--- src/rtl/vga_time_source_sync.sv ---
// vga_time_source_sync
// Picks the clock/date and timer fields shown by the VGA text generator.
// Each group comes either from the user edit inputs or from an atomic
// snapshot of the RTC read engine. After an edit, the edited group keeps
// showing the user value until enough fresh RTC reads arrive, or until a
// timeout expires. The field under the edit cursor blinks.
//
// Ports
//   clk        system clock
//   reset      asynchronous, active-high reset
//   en_escr    write/edit in progress
//   en_clock   1 = editing clock group, 0 = editing timer group
//   usu_clk    user clock fields, field i at [i*W +: W]
//   usu_tmr    user timer fields
//   rtc_valid  one-cycle strobe, rtc_clk/rtc_tmr form a consistent read
//   rtc_clk    RTC clock fields
//   rtc_tmr    RTC timer fields
//   cursor     edited field index (0..N_CLK-1 clock, N_CLK.. timer)
//   vga_clk    displayed clock fields (registered)
//   vga_tmr    displayed timer fields (registered)
//   vga_blank  per-field blank mask, indexed like cursor (registered)
//   vga_state  0 LIVE, 1 EDIT_CLK, 2 EDIT_TMR, 3 SETTLE (registered)
module vga_time_source_sync #(
    parameter int W            = 8,
    parameter int N_CLK        = 6,
    parameter int N_TMR        = 3,
    parameter int SETTLE_READS = 2,
    parameter int SETTLE_MAX   = 1024,
    parameter int BLINK_HALF   = 25_000_000,
    parameter int CW           = 4
) (
    input  logic                   clk,
    input  logic                   reset,
    input  logic                   en_escr,
    input  logic                   en_clock,
    input  logic [N_CLK*W-1:0]     usu_clk,
    input  logic [N_TMR*W-1:0]     usu_tmr,
    input  logic                   rtc_valid,
    input  logic [N_CLK*W-1:0]     rtc_clk,
    input  logic [N_TMR*W-1:0]     rtc_tmr,
    input  logic [CW-1:0]          cursor,
    output logic [N_CLK*W-1:0]     vga_clk,
    output logic [N_TMR*W-1:0]     vga_tmr,
    output logic [N_CLK+N_TMR-1:0] vga_blank,
    output logic [1:0]             vga_state
);

    localparam int N_TOT = N_CLK + N_TMR;
    localparam int RW    = (SETTLE_READS > 1) ? $clog2(SETTLE_READS + 1) : 1;
    localparam int YW    = (SETTLE_MAX > 1) ? $clog2(SETTLE_MAX) : 1;
    localparam int BW    = (BLINK_HALF > 1) ? $clog2(BLINK_HALF) : 1;

    localparam logic [RW-1:0] RD_LAST    = RW'(SETTLE_READS - 1);
    localparam logic [YW-1:0] CYC_LAST   = YW'(SETTLE_MAX - 1);
    localparam logic [BW-1:0] BLINK_LAST = BW'(BLINK_HALF - 1);

    localparam logic [1:0] ST_LIVE     = 2'd0;
    localparam logic [1:0] ST_EDIT_CLK = 2'd1;
    localparam logic [1:0] ST_EDIT_TMR = 2'd2;
    localparam logic [1:0] ST_SETTLE   = 2'd3;

    logic [1:0]         state_r;
    logic [N_CLK*W-1:0] sh_clk_r;
    logic [N_TMR*W-1:0] sh_tmr_r;
    logic [N_CLK*W-1:0] vga_clk_r;
    logic [N_TMR*W-1:0] vga_tmr_r;
    logic [N_TOT-1:0]   vga_blank_r;
    logic [RW-1:0]      rd_cnt_r;
    logic [YW-1:0]      cyc_cnt_r;
    logic [BW-1:0]      blink_cnt_r;
    logic               phase_r;
    logic               edited_clk_r;

    logic [1:0]         state_nx_s;
    logic               settle_done_s;
    logic               edit_nx_s;
    logic               hold_s;
    logic               edited_clk_nx_s;
    logic [N_CLK*W-1:0] clk_nx_s;
    logic [N_TMR*W-1:0] tmr_nx_s;
    logic [N_TOT-1:0]   blank_nx_s;
    logic [RW-1:0]      rd_cnt_nx_s;
    logic [YW-1:0]      cyc_cnt_nx_s;
    logic [BW-1:0]      blink_cnt_nx_s;
    logic               phase_nx_s;

    // SETTLE ends on the strobe that completes the required read count, or on timeout
    assign settle_done_s = (rtc_valid && (rd_cnt_r == RD_LAST)) || (cyc_cnt_r == CYC_LAST);
    assign edit_nx_s     = (state_nx_s == ST_EDIT_CLK) || (state_nx_s == ST_EDIT_TMR);
    // The edited group keeps its last value in SETTLE and on the edge leaving it,
    // so the user value stays visible for one LIVE cycle before the new read shows
    assign hold_s        = (state_nx_s == ST_SETTLE) || (state_r == ST_SETTLE);

    // Next-state decision; an active edit request overrides everything else
    always_comb begin
        state_nx_s = state_r;
        if (en_escr && en_clock) begin
            state_nx_s = ST_EDIT_CLK;
        end else if (en_escr) begin
            state_nx_s = ST_EDIT_TMR;
        end else begin
            case (state_r)
                ST_EDIT_CLK: state_nx_s = ST_SETTLE;
                ST_EDIT_TMR: state_nx_s = ST_SETTLE;
                ST_SETTLE: begin
                    if (settle_done_s) begin
                        state_nx_s = ST_LIVE;
                    end else begin
                        state_nx_s = ST_SETTLE;
                    end
                end
                ST_LIVE:     state_nx_s = ST_LIVE;
                default:     state_nx_s = ST_LIVE;
            endcase
        end
    end

    // Track which group was being edited so SETTLE knows which one to hold
    always_comb begin
        edited_clk_nx_s = edited_clk_r;
        if (state_r == ST_EDIT_CLK) begin
            edited_clk_nx_s = 1'b1;
        end else if (state_r == ST_EDIT_TMR) begin
            edited_clk_nx_s = 1'b0;
        end else begin
            edited_clk_nx_s = edited_clk_r;
        end
    end

    // Source selection follows the next state so data and vga_state change together
    always_comb begin
        clk_nx_s = sh_clk_r;
        tmr_nx_s = sh_tmr_r;
        case (state_nx_s)
            ST_EDIT_CLK: begin
                clk_nx_s = usu_clk;
                tmr_nx_s = sh_tmr_r;
            end
            ST_EDIT_TMR: begin
                clk_nx_s = sh_clk_r;
                tmr_nx_s = usu_tmr;
            end
            default: begin
                if (hold_s && edited_clk_nx_s) begin
                    clk_nx_s = vga_clk_r;
                    tmr_nx_s = sh_tmr_r;
                end else if (hold_s) begin
                    clk_nx_s = sh_clk_r;
                    tmr_nx_s = vga_tmr_r;
                end else begin
                    clk_nx_s = sh_clk_r;
                    tmr_nx_s = sh_tmr_r;
                end
            end
        endcase
    end

    // Read and cycle counters run only while staying in SETTLE; zero on entry
    always_comb begin
        rd_cnt_nx_s  = '0;
        cyc_cnt_nx_s = '0;
        if ((state_r == ST_SETTLE) && (state_nx_s == ST_SETTLE)) begin
            rd_cnt_nx_s  = rd_cnt_r + RW'(rtc_valid);
            cyc_cnt_nx_s = cyc_cnt_r + YW'(1);
        end else begin
            rd_cnt_nx_s  = '0;
            cyc_cnt_nx_s = '0;
        end
    end

    // Blink phase restarts visible on every entry into an edit state
    always_comb begin
        blink_cnt_nx_s = '0;
        phase_nx_s     = 1'b0;
        if (edit_nx_s && (state_nx_s == state_r)) begin
            if (blink_cnt_r == BLINK_LAST) begin
                blink_cnt_nx_s = '0;
                phase_nx_s     = ~phase_r;
            end else begin
                blink_cnt_nx_s = blink_cnt_r + BW'(1);
                phase_nx_s     = phase_r;
            end
        end else begin
            blink_cnt_nx_s = '0;
            phase_nx_s     = 1'b0;
        end
    end

    // Blank only the addressed field, and only while editing; out-of-range cursor blanks nothing
    always_comb begin
        blank_nx_s = '0;
        if (edit_nx_s) begin
            for (int i = 0; i < N_TOT; i++) begin
                blank_nx_s[i] = phase_nx_s && (32'(cursor) == i);
            end
        end else begin
            blank_nx_s = '0;
        end
    end

    // All state, shadow and output registers
    always_ff @(posedge clk or posedge reset) begin
        if (reset) begin
            state_r      <= ST_LIVE;
            sh_clk_r     <= '0;
            sh_tmr_r     <= '0;
            vga_clk_r    <= '0;
            vga_tmr_r    <= '0;
            vga_blank_r  <= '0;
            rd_cnt_r     <= '0;
            cyc_cnt_r    <= '0;
            blink_cnt_r  <= '0;
            phase_r      <= 1'b0;
            edited_clk_r <= 1'b0;
        end else begin
            state_r      <= state_nx_s;
            vga_clk_r    <= clk_nx_s;
            vga_tmr_r    <= tmr_nx_s;
            vga_blank_r  <= blank_nx_s;
            rd_cnt_r     <= rd_cnt_nx_s;
            cyc_cnt_r    <= cyc_cnt_nx_s;
            blink_cnt_r  <= blink_cnt_nx_s;
            phase_r      <= phase_nx_s;
            edited_clk_r <= edited_clk_nx_s;
            // Whole snapshot or nothing: both groups load on the same strobe
            if (rtc_valid) begin
                sh_clk_r <= rtc_clk;
                sh_tmr_r <= rtc_tmr;
            end
        end
    end

    assign vga_clk   = vga_clk_r;
    assign vga_tmr   = vga_tmr_r;
    assign vga_blank = vga_blank_r;
    assign vga_state = state_r;

endmodule

--- config.mk ---
export PLATFORM = sky130hd
export DESIGN_NAME = vga_time_source_sync
export DESIGN_NICKNAME = d
export VERILOG_FILES = /design/src/rtl/vga_time_source_sync.sv
export SDC_FILE = /design/constraint.sdc
export NUM_CORES = 1
export LEC_CHECK = 0
export ABC_AREA = 1
export CAP_MARGIN = 0
export CORE_MARGIN = 4
export CORE_UTILIZATION = 28
export DETAILED_ROUTE_END_ITERATION = 16
export SLEW_MARGIN = 10
export SYNTH_ARGS = -nofsm -noshare
export SYNTH_HDL_FRONTEND = slang
export SYNTH_SLANG_ARGS = --single-unit
export TNS_END_PERCENT = 50
--- constraint.sdc ---
create_clock -name clk -period 9.8 [get_ports clk]
set_input_delay 0.98 -clock clk [delete_from_list [all_inputs] [get_ports clk]]
set_output_delay 0.98 -clock clk [all_outputs]
set_load 0.02 [all_outputs]
==> flow_summary.html, run 1 <==
<table>
<tr><th>Metric</th><th>Value</th></tr>
<tr><th colspan="2">Status</th></tr>
<tr><td>Result of the run</td><td>complete, no violations</td></tr>
<tr><th colspan="2">Synth</th></tr>
<tr><td>Distinct cell type count of the synthesized netlist</td><td>32</td></tr>
<tr><td>Post-synthesis average cell area</td><td>9.28 um^2</td></tr>
<tr><td>EDFF count, synth</td><td>0</td></tr>
<tr><td>Number of standard cells after synthesis</td><td>921</td></tr>
<tr><td>Most frequently used flop master after synthesis</td><td>dfrtp_1</td></tr>
<tr><td>Yosys warnings</td><td>0</td></tr>
<tr><td>Part of the Yosys area used for sequential elements</td><td>56.8%</td></tr>
<tr><td>Most area-consuming cells after synthesis</td><td>dfrtp_1 57%, nand2_1 8.7%, mux2_2 6.3%</td></tr>
<tr><td>Post-synth net total</td><td>1077</td></tr>
<tr><td>Cell type with the largest total area after synthesis</td><td>dfrtp_1</td></tr>
<tr><td>Flops &amp; latches, synth</td><td>194</td></tr>
<tr><td>Proportion of synthesized flip-flops having asynchronous set or reset</td><td>100%</td></tr>
<tr><td>Synth Cell Area</td><td>8540 um^2</td></tr>
<tr><td>Area share of the largest cell type after synthesis</td><td>56.8%</td></tr>
<tr><th colspan="2">Timing</th></tr>
<tr><td>Number of endpoints with negative hold slack in the final report</td><td>0</td></tr>
<tr><td>Final worst-path cycle share</td><td>30.4%</td></tr>
<tr><td>Worst hold slack across all endpoints</td><td>0.463 ns</td></tr>
<tr><td>Worst slew margin relative to its limit</td><td>30.3%</td></tr>
<tr><td>Final setup viols</td><td>0</td></tr>
<tr><td>Final number of max-transition violations</td><td>0</td></tr>
<tr><td>Fin Clk Skew</td><td>0.0188 ns</td></tr>
<tr><td>Unrepaired setup endpoints after global routing</td><td>no</td></tr>
<tr><td>Max Fclk</td><td>0.336 GHz</td></tr>
<tr><td>Min Tclk post-route</td><td>2.98 ns</td></tr>
<tr><td>Setup Total Neg Slack</td><td>0 ns</td></tr>
<tr><td>Worst Tran Pin Value</td><td>1.04 ns</td></tr>
<tr><td>Worst Setup Slack, final</td><td>6.82 ns</td></tr>
<tr><th colspan="2">Setup path</th></tr>
<tr><td>Largest fanout on the critical path</td><td>54</td></tr>
<tr><td>Critical path data arrival time</td><td>3.34 ns</td></tr>
<tr><td>Critical path startpoint</td><td>en_escr</td></tr>
<tr><td>Startpoint of the worst-slack reg-to-reg timing path</td><td>vga_state[1]$_DFF_PP0_</td></tr>
<tr><td>Start-to-end type of the worst setup path</td><td>in2reg</td></tr>
<tr><td>Cells along the critical path</td><td>buf_2 &gt; buf_4 &gt; nand2_2 &gt; nand2_1 &gt; nand2_1 &gt; nand2_2 &gt; nand3_4 &gt; nor2_1</td></tr>
<tr><td>Critical Path RT</td><td>10.16 ns</td></tr>
<tr><td>Buf/Inv on CP</td><td>2</td></tr>
<tr><td>Crit end category</td><td>flop</td></tr>
<tr><td>Critical-path cell with the highest stage delay</td><td>nand2_2</td></tr>
<tr><td>Highest cell delay on the worst timing path</td><td>0.77 ns</td></tr>
<tr><td>Worst setup SP type</td><td>input pin</td></tr>
<tr><td>Critical path's top delay family</td><td>simple AND/OR/NAND/NOR gates</td></tr>
<tr><th colspan="2">Routing</th></tr>
<tr><td>Wire length on met3</td><td>1580 um</td></tr>
<tr><td>Highest metal layer with signal wires</td><td>met4</td></tr>
<tr><td>WL/cell</td><td>15.3 um</td></tr>
<tr><td>Pre-antenna DRT Iters</td><td>5</td></tr>
<tr><td>Post-route ant nets</td><td>0</td></tr>
<tr><td>Routed via count</td><td>6882</td></tr>
<tr><td>Remaining DRCs</td><td>0</td></tr>
<tr><td>Routed metal-1 wirelength</td><td>10900 um</td></tr>
<tr><td>Via density per instance</td><td>4.49</td></tr>
<tr><td>Initial detailed-routing violation count</td><td>330</td></tr>
<tr><td>WL met2</td><td>10700 um</td></tr>
<tr><td>Routed Wire Length</td><td>23500 um</td></tr>
<tr><th colspan="2">Clocking</th></tr>
<tr><td>Number of buffers created by CTS</td><td>17</td></tr>
<tr><td>Number of sinks on the clock net</td><td>194</td></tr>
<tr><td>TritonCTS clock tree</td><td>yes</td></tr>
<tr><td>Source-to-sink clock delay at the later pin of the worst-skew pair</td><td>0.44 ns</td></tr>
<tr><td>Number of setup buffers added after CTS</td><td>0</td></tr>
<tr><td>Clock transition at the registers of the reported paths</td><td>0.08 ns</td></tr>
<tr><td>Number of hold buffers added after CTS</td><td>0</td></tr>
<tr><td>Root buffer cell</td><td>clkbuf_16</td></tr>
<tr><td>Total of cells resized after clock tree synthesis</td><td>0</td></tr>
<tr><td>Maximum root-to-sink buffer count</td><td>2</td></tr>
<tr><td>H-Tree Level Count</td><td>4</td></tr>
<tr><th colspan="2">GRT</th></tr>
<tr><td>Global-route usage over all layers</td><td>14.1%</td></tr>
<tr><td>Antenna violations before repair</td><td>0</td></tr>
<tr><td>Residual overflow from global routing</td><td>0</td></tr>
<tr><td>Maximum number of pins on one net before global-route repair</td><td>129</td></tr>
<tr><td>Via count of the first global-routing pass</td><td>7054</td></tr>
<tr><td>Global-route wire length before repair</td><td>37900 um</td></tr>
<tr><th colspan="2">Hold path</th></tr>
<tr><td>Worst hold start</td><td>cyc_cnt_r[0]$_DFF_PP0_</td></tr>
<tr><td>Hold crit path type</td><td>reg2reg</td></tr>
<tr><th colspan="2">Placed design</th></tr>
<tr><td>RePlAce Congestion</td><td>0.782</td></tr>
<tr><td>Detailed-placement wirelength estimate</td><td>15800 um</td></tr>
<tr><td>Post-Place Worst Slack</td><td>6.29 ns</td></tr>
<tr><td>Input/output buffers</td><td>235</td></tr>
<tr><th colspan="2">Final layout</th></tr>
<tr><td>Share of post-route cells with drive strength above 1</td><td>10.1%</td></tr>
<tr><td>Area growth from synthesis to layout</td><td>38.9%</td></tr>
<tr><td>Fillcell total</td><td>2944</td></tr>
<tr><td>Number of nets in the finished design</td><td>1287</td></tr>
<tr><td>Antenna fix cells</td><td>0</td></tr>
<tr><th colspan="2">Power and ir drop</th></tr>
<tr><td>Combinational Power Share</td><td>20.0%</td></tr>
<tr><td>Cell area power density</td><td>178 nW/um^2</td></tr>
<tr><td>P_sw</td><td>0.626 mW</td></tr>
<tr><td>Leak pwr</td><td>5.08 nW</td></tr>
<tr><td>Sw frac</td><td>29.6%</td></tr>
<tr><td>Power Internal</td><td>1.49 mW</td></tr>
<tr><td>Clock power frac</td><td>35.8%</td></tr>
<tr><td>Sequential group share of total power</td><td>44.2%</td></tr>
<tr><td>Worst VDD drop</td><td>0.107 mV</td></tr>
<tr><th colspan="2">Die</th></tr>
<tr><td>Die Span Y</td><td>183 um</td></tr>
<tr><td>Die Outline Area</td><td>33400 um^2</td></tr>
<tr><td>Die Span X</td><td>183 um</td></tr>
<tr><td>Top Ports</td><td>236</td></tr>
<tr><td>Number of placement rows</td><td>63</td></tr>
<tr><td>Starting density of the core</td><td>28.6%</td></tr>
<tr><td>Floorplan Core Area</td><td>29900 um^2</td></tr>
<tr><th colspan="2">Run</th></tr>
<tr><td>Number of max-capacitance violations reported</td><td>0</td></tr>
</table>
[cell usage in the layout (no fill, tap or decap), types with 2 or more instances in the layout]
| cell | n |
|---|---|
| xnor2_1 | 4 |
| nand2_4 | 3 |
| buf_2 | 2 |
| clkbuf_16 | 17 |
| mux2_2 | 48 |
| clkinv_8 | 4 |
| nor3b_1 | 4 |
| nand4_1 | 6 |
| ha_1 | 3 |
| nor2_2 | 13 |
| nor3_1 | 8 |
| inv_1 | 66 |
| dfrtp_1 | 194 |
| bufinv_16 | 2 |
| o21bai_1 | 4 |
| inv_6 | 4 |
| nand2_2 | 4 |
| o21ai_0 | 75 |
| clkdlybuf4s50_1 | 232 |
| nor2_1 | 101 |
| nand2_1 | 196 |
| a31oi_1 | 48 |
| nand3_1 | 72 |
| inv_8 | 3 |
| buf_4 | 6 |
| xor2_1 | 11 |
[path summary, 6_finish.rpt]
path	to	cells after the start	slack (ns)
max reg2reg	vga_clk[15]$_DFFE_PP0P_	5	7.88
min	cyc_cnt_r[0]$_DFF_PP0_	1	0.46
max	blink_cnt_r[5]$_DFF_PP0_	8	6.82
max in group asynchronous	sh_clk_r[42]$_DFFE_PP0P_	3	7.19
min reg2reg	cyc_cnt_r[0]$_DFF_PP0_	1	0.46
min in group asynchronous	sh_tmr_r[23]$_DFFE_PP0P_	2	1.14
[routing by layer]
layer  vias to the layer above  GRT usage, %
li1                       3444             -
met1                      3237          19.1
met2                       183          22.2
met3                        18          4.03
met4                         0          3.84
met5                         -             0
[cell families (layout without fill, tap and decap cells)]
logic type                 after synthesis  count (layout)  synth area share, %
DFF                                    194             194                 56.8
adders and majority gates                3               3                0.439
muxes                                   48              48                 6.33
and+or+nand+nor                        414             414                 20.9
buffers and inverters                  116             339                 5.30
AOI/OAI and AO/OA                      131             131                 8.70
xor gates and xnor gates                15              15                 1.54
[worst register-to-register path: stages, from the launching register on]
cell and delay [ns]:
dfrtp_1 0.41, inv_1 0.13, a21oi_2 0.30, nand2_4 0.52, nor2_1 0.35, a31oi_1 0.07
[metrics by stage]
stage / total power [mW] / utilization (%) / cell area, um^2 / std cells
floorplan: 1.15 / - / 8540 / 921
global placement: 1.37 / 37.6 / 11200 / 1502
detailed placement: 1.38 / 37.6 / 11200 / 1502
CTS: 2.15 / 39.7 / 11900 / 1534
global route: 2.22 / 39.7 / 11900 / 1534
finish: 2.11 / 39.7 / 11900 / 1534
[area by class of cell]
| cell class | count | area, um^2 | share of cell area [%] |
|---|---|---|---|
| inverter | 67 | 259 | 2.18 |
| timing repair buffer | 240 | 2380 | 20.0 |
| clock buffer | 18 | 429 | 3.62 |
| tap | 390 | 488 | 4.11 |
| sequential | 194 | 4850 | 40.9 |
| multi-input combinational | 611 | 3250 | 27.4 |
| clock inverter | 14 | 208 | 1.75 |
[synth_stat cells, types with 6 or more instances]
cell        n
clkbuf_1   36
buf_2       8
xor2_1     11
nor3_1      8
mux2_2     48
nor2_1    102
nand4_1     6
dfrtp_1   194
inv_1      67
nand3_1    72
o21ai_0    75
nor2_2     13
a31oi_1    48
nand2_1   198
[registers in the layout, indices dropped and copies added, names as in the netlist]
signal,cells
blink_cnt_r,25
cyc_cnt_r,10
edited_clk_r,1
phase_r,1
rd_cnt_r,2
sh_clk_r,48
sh_tmr_r,24
vga_blank,9
vga_clk,48
vga_state,2
vga_tmr,24
[power by group through the flow]
stage / registers [mW] / logic [mW] / clock network [mW]
CTS: 0.936 / 0.431 / 0.780
detailed placement: 0.950 / 0.430 / 0
global route: 0.946 / 0.460 / 0.816
global placement: 0.949 / 0.426 / 0
finish: 0.934 / 0.421 / 0.757
floorplan: 1.01 / 0.143 / 0
Note: power is estimated with default switching activity, not from simulation.
==> inputs of run 2 (changes only) <==
clock period = 2.6 ns   (was 9.8 ns; I/O delays follow)
==> flow_summary.html, run 2 (same netlist as run 1, synthesis figures left out) <==
<table>
<tr><th>Metric</th><th>Value</th></tr>
<tr><th colspan="2">Timing</th></tr>
<tr><td>Unrepaired setup endpoints after global routing</td><td>no</td></tr>
<tr><td>Final setup viols</td><td>0</td></tr>
<tr><td>Worst Setup Slack, final</td><td>0.733 ns</td></tr>
<tr><td>Number of endpoints with negative hold slack in the final report</td><td>0</td></tr>
<tr><td>Min Tclk post-route</td><td>1.87 ns</td></tr>
<tr><td>Worst slew margin relative to its limit</td><td>51.6%</td></tr>
<tr><td>Fin Clk Skew</td><td>0.0204 ns</td></tr>
<tr><td>Final worst-path cycle share</td><td>71.8%</td></tr>
<tr><td>Worst hold slack across all endpoints</td><td>0.236 ns</td></tr>
<tr><td>Max Fclk</td><td>0.536 GHz</td></tr>
<tr><td>Worst Tran Pin Value</td><td>0.725 ns</td></tr>
<tr><td>Final number of max-transition violations</td><td>0</td></tr>
<tr><th colspan="2">Status</th></tr>
<tr><td>Result of the run</td><td>complete, no violations</td></tr>
<tr><th colspan="2">Clocking</th></tr>
<tr><td>Clock transition at the registers of the reported paths</td><td>0.08 ns</td></tr>
<tr><td>Number of setup buffers added after CTS</td><td>0</td></tr>
<tr><td>Root buffer cell</td><td>clkbuf_16</td></tr>
<tr><td>Maximum root-to-sink buffer count</td><td>2</td></tr>
<tr><td>Total of cells resized after clock tree synthesis</td><td>0</td></tr>
<tr><td>Number of buffers created by CTS</td><td>17</td></tr>
<tr><td>Number of sinks on the clock net</td><td>194</td></tr>
<tr><td>H-Tree Level Count</td><td>4</td></tr>
<tr><td>TritonCTS clock tree</td><td>yes</td></tr>
<tr><td>Number of hold buffers added after CTS</td><td>0</td></tr>
<tr><td>Source-to-sink clock delay at the later pin of the worst-skew pair</td><td>0.44 ns</td></tr>
<tr><th colspan="2">Setup path</th></tr>
<tr><td>Crit end category</td><td>flop</td></tr>
<tr><td>Critical path data arrival time</td><td>2.21 ns</td></tr>
<tr><td>Start-to-end type of the worst setup path</td><td>reg2reg</td></tr>
<tr><td>Endpoint of the worst setup timing path</td><td>blink_cnt_r[3]$_DFF_PP0_</td></tr>
<tr><td>Startpoint of the worst-slack reg-to-reg timing path</td><td>cyc_cnt_r[0]$_DFF_PP0_</td></tr>
<tr><td>Cell depth of the worst flop-to-flop path</td><td>11</td></tr>
<tr><td>Worst setup SP type</td><td>flop</td></tr>
<tr><td>FF-to-FF End</td><td>blink_cnt_r[3]$_DFF_PP0_</td></tr>
<tr><td>Critical Path RT</td><td>2.95 ns</td></tr>
<tr><td>Critical path startpoint</td><td>cyc_cnt_r[0]$_DFF_PP0_</td></tr>
<tr><td>Largest fanout on the critical path</td><td>16</td></tr>
<tr><td>Setup slack of the most critical reg-to-reg path</td><td>0.73 ns</td></tr>
<tr><th colspan="2">Final layout</th></tr>
<tr><td>Fillcell total</td><td>2916</td></tr>
<tr><td>Antenna fix cells</td><td>0</td></tr>
<tr><td>Number of nets in the finished design</td><td>1298</td></tr>
<tr><td>Sequential cell area</td><td>4850 um^2</td></tr>
<tr><td>Most frequent standard cell in the layout excluding fill and tap cells</td><td>clkdlybuf4s50_1</td></tr>
<tr><td>Area growth from synthesis to layout</td><td>40.4%</td></tr>
<tr><td>Filler-free cell count of the finished design</td><td>1545</td></tr>
<tr><td>Top library cells by usage in the layout, fill and taps aside</td><td>232 x clkdlybuf4s50_1, 196 x nand2_1, 194 x dfrtp_1</td></tr>
<tr><td>Total area of multi-input combinational cells</td><td>3240 um^2</td></tr>
<tr><td>Share of the core filled with cells</td><td>40.1%</td></tr>
<tr><td>Share of post-route cells with drive strength above 1</td><td>11.0%</td></tr>
<tr><th colspan="2">Placed design</th></tr>
<tr><td>Post-Place Worst Slack</td><td>0.621 ns</td></tr>
<tr><td>RePlAce Congestion</td><td>0.767</td></tr>
<tr><td>Detailed-placement wirelength estimate</td><td>16900 um</td></tr>
<tr><td># placed instances</td><td>1513</td></tr>
<tr><td>Input/output buffers</td><td>235</td></tr>
<tr><th colspan="2">Routing</th></tr>
<tr><td>Pre-antenna DRT Iters</td><td>4</td></tr>
<tr><td>Via density per instance</td><td>4.51</td></tr>
<tr><td>Routed via count</td><td>6961</td></tr>
<tr><td>Routed Wire Length</td><td>23800 um</td></tr>
<tr><td>Remaining DRCs</td><td>0</td></tr>
<tr><td>WL/cell</td><td>15.4 um</td></tr>
<tr><td>Initial detailed-routing violation count</td><td>283</td></tr>
<tr><td>Post-route ant nets</td><td>0</td></tr>
<tr><th colspan="2">Die</th></tr>
<tr><td>Die Span X</td><td>183 um</td></tr>
<tr><td>Die Span Y</td><td>183 um</td></tr>
<tr><td>Starting density of the core</td><td>28.6%</td></tr>
<tr><td>Die Outline Area</td><td>33400 um^2</td></tr>
<tr><td>Top Ports</td><td>236</td></tr>
<tr><td>Floorplan Core Area</td><td>29900 um^2</td></tr>
<tr><td>Number of placement rows</td><td>63</td></tr>
<tr><th colspan="2">Run</th></tr>
<tr><td>Number of max-capacitance violations reported</td><td>0</td></tr>
<tr><th colspan="2">GRT</th></tr>
<tr><td>Global-route wire length before repair</td><td>37800 um</td></tr>
<tr><td>Via count of the first global-routing pass</td><td>7051</td></tr>
<tr><td>Antenna violations before repair</td><td>2</td></tr>
<tr><td>Global-route usage over all layers</td><td>14.1%</td></tr>
<tr><td>Maximum number of pins on one net before global-route repair</td><td>81</td></tr>
<tr><td>Residual overflow from global routing</td><td>0</td></tr>
<tr><th colspan="2">Power and ir drop</th></tr>
<tr><td>Cell area power density</td><td>662 nW/um^2</td></tr>
<tr><td>Worst VDD drop</td><td>0.375 mV</td></tr>
<tr><td>Leak pwr</td><td>5.15 nW</td></tr>
<tr><td>Pwr Total</td><td>7.94 mW</td></tr>
<tr><th colspan="2">Hold path</th></tr>
<tr><td>Hold crit path type</td><td>in2reg</td></tr>
</table>
==> run 2: cell types whose count changed in the layout (fill, tap and decap cells not counted), sizes merged <==
cell,change
buf,+11
clkinv,-1
clkinvlp,+2
clkbuf,-1
==> run 2: final cells by class <==
type / count / share of cell area (%)
Sequential cell: 194 / 40.5
Multi-Input combinational cell: 611 / 27.0
Timing Repair Buffer: 251 / 21.1
Tap cell: 390 / 4.07
Clock buffer: 17 / 3.55
Inverter: 67 / 2.13
Clock inverter: 15 / 1.59
==> run 2: stage by stage <==
stage | instance area, um^2 | TNS [ns]
after detailed placement | 11400 | 0
after CTS | 12000 | 0
after global routing | 12000 | 0
final | 12000 | 0
after global placement | 11400 | 0
after floorplan | 8550 | -31.90
==> run 2: how the worst min path moves through the flow <==
| stage | from | endpoint | slack (ns) | cells after the start |
|---|---|---|---|---|
| 6_report | en_escr | vga_clk[2]$_DFFE_PP0P_ | 0.24 | 3 |
| 5_1_grt | en_clock | vga_clk[9]$_DFFE_PP0P_ | 0.24 | 3 |
| 2_1_floorplan | rtc_tmr[0] | sh_tmr_r[0]$_DFFE_PP0P_ | 0.38 | 2 |
| 4_1_cts | en_escr | vga_clk[2]$_DFFE_PP0P_ | 0.21 | 3 |
| 3_3_place_gp | cyc_cnt_r[0]$_DFF_PP0_ | cyc_cnt_r[0]$_DFF_PP0_ | 0.44 | 1 |
| 3_5_place_dp | cyc_cnt_r[0]$_DFF_PP0_ | cyc_cnt_r[0]$_DFF_PP0_ | 0.47 | 1 |
==> run 2: worst max-delay path: stages, from the launching register on <==
cell and delay, ns:
dfrtp_1 0.38, ha_1 0.18, nand2_1 0.08, nor2_2 0.13, nand3_1 0.09, nand2_1 0.07, nand2_2 0.07, nand2_4 0.08
nand2_4 0.05, a21oi_4 0.20, nand3_4 0.26, nor2_1 0.17
==> run 2: metal layers <==
layer | GRT usage, % | vias up | wire length [um]
met1 | 17.5 | 3267 | 10200
met5 | 0 | - | 27
li1 | - | 3462 | -
met4 | 4.32 | 4 | 488
met2 | 22.9 | 196 | 11100
met3 | 5.52 | 32 | 2000
==> run 2: report_power, final <==
part	switching (mW)	internal, mW	total [mW]
clock	1.33	1.47	2.80
sequential	0.178	3.34	3.51
combinational	0.825	0.799	1.62
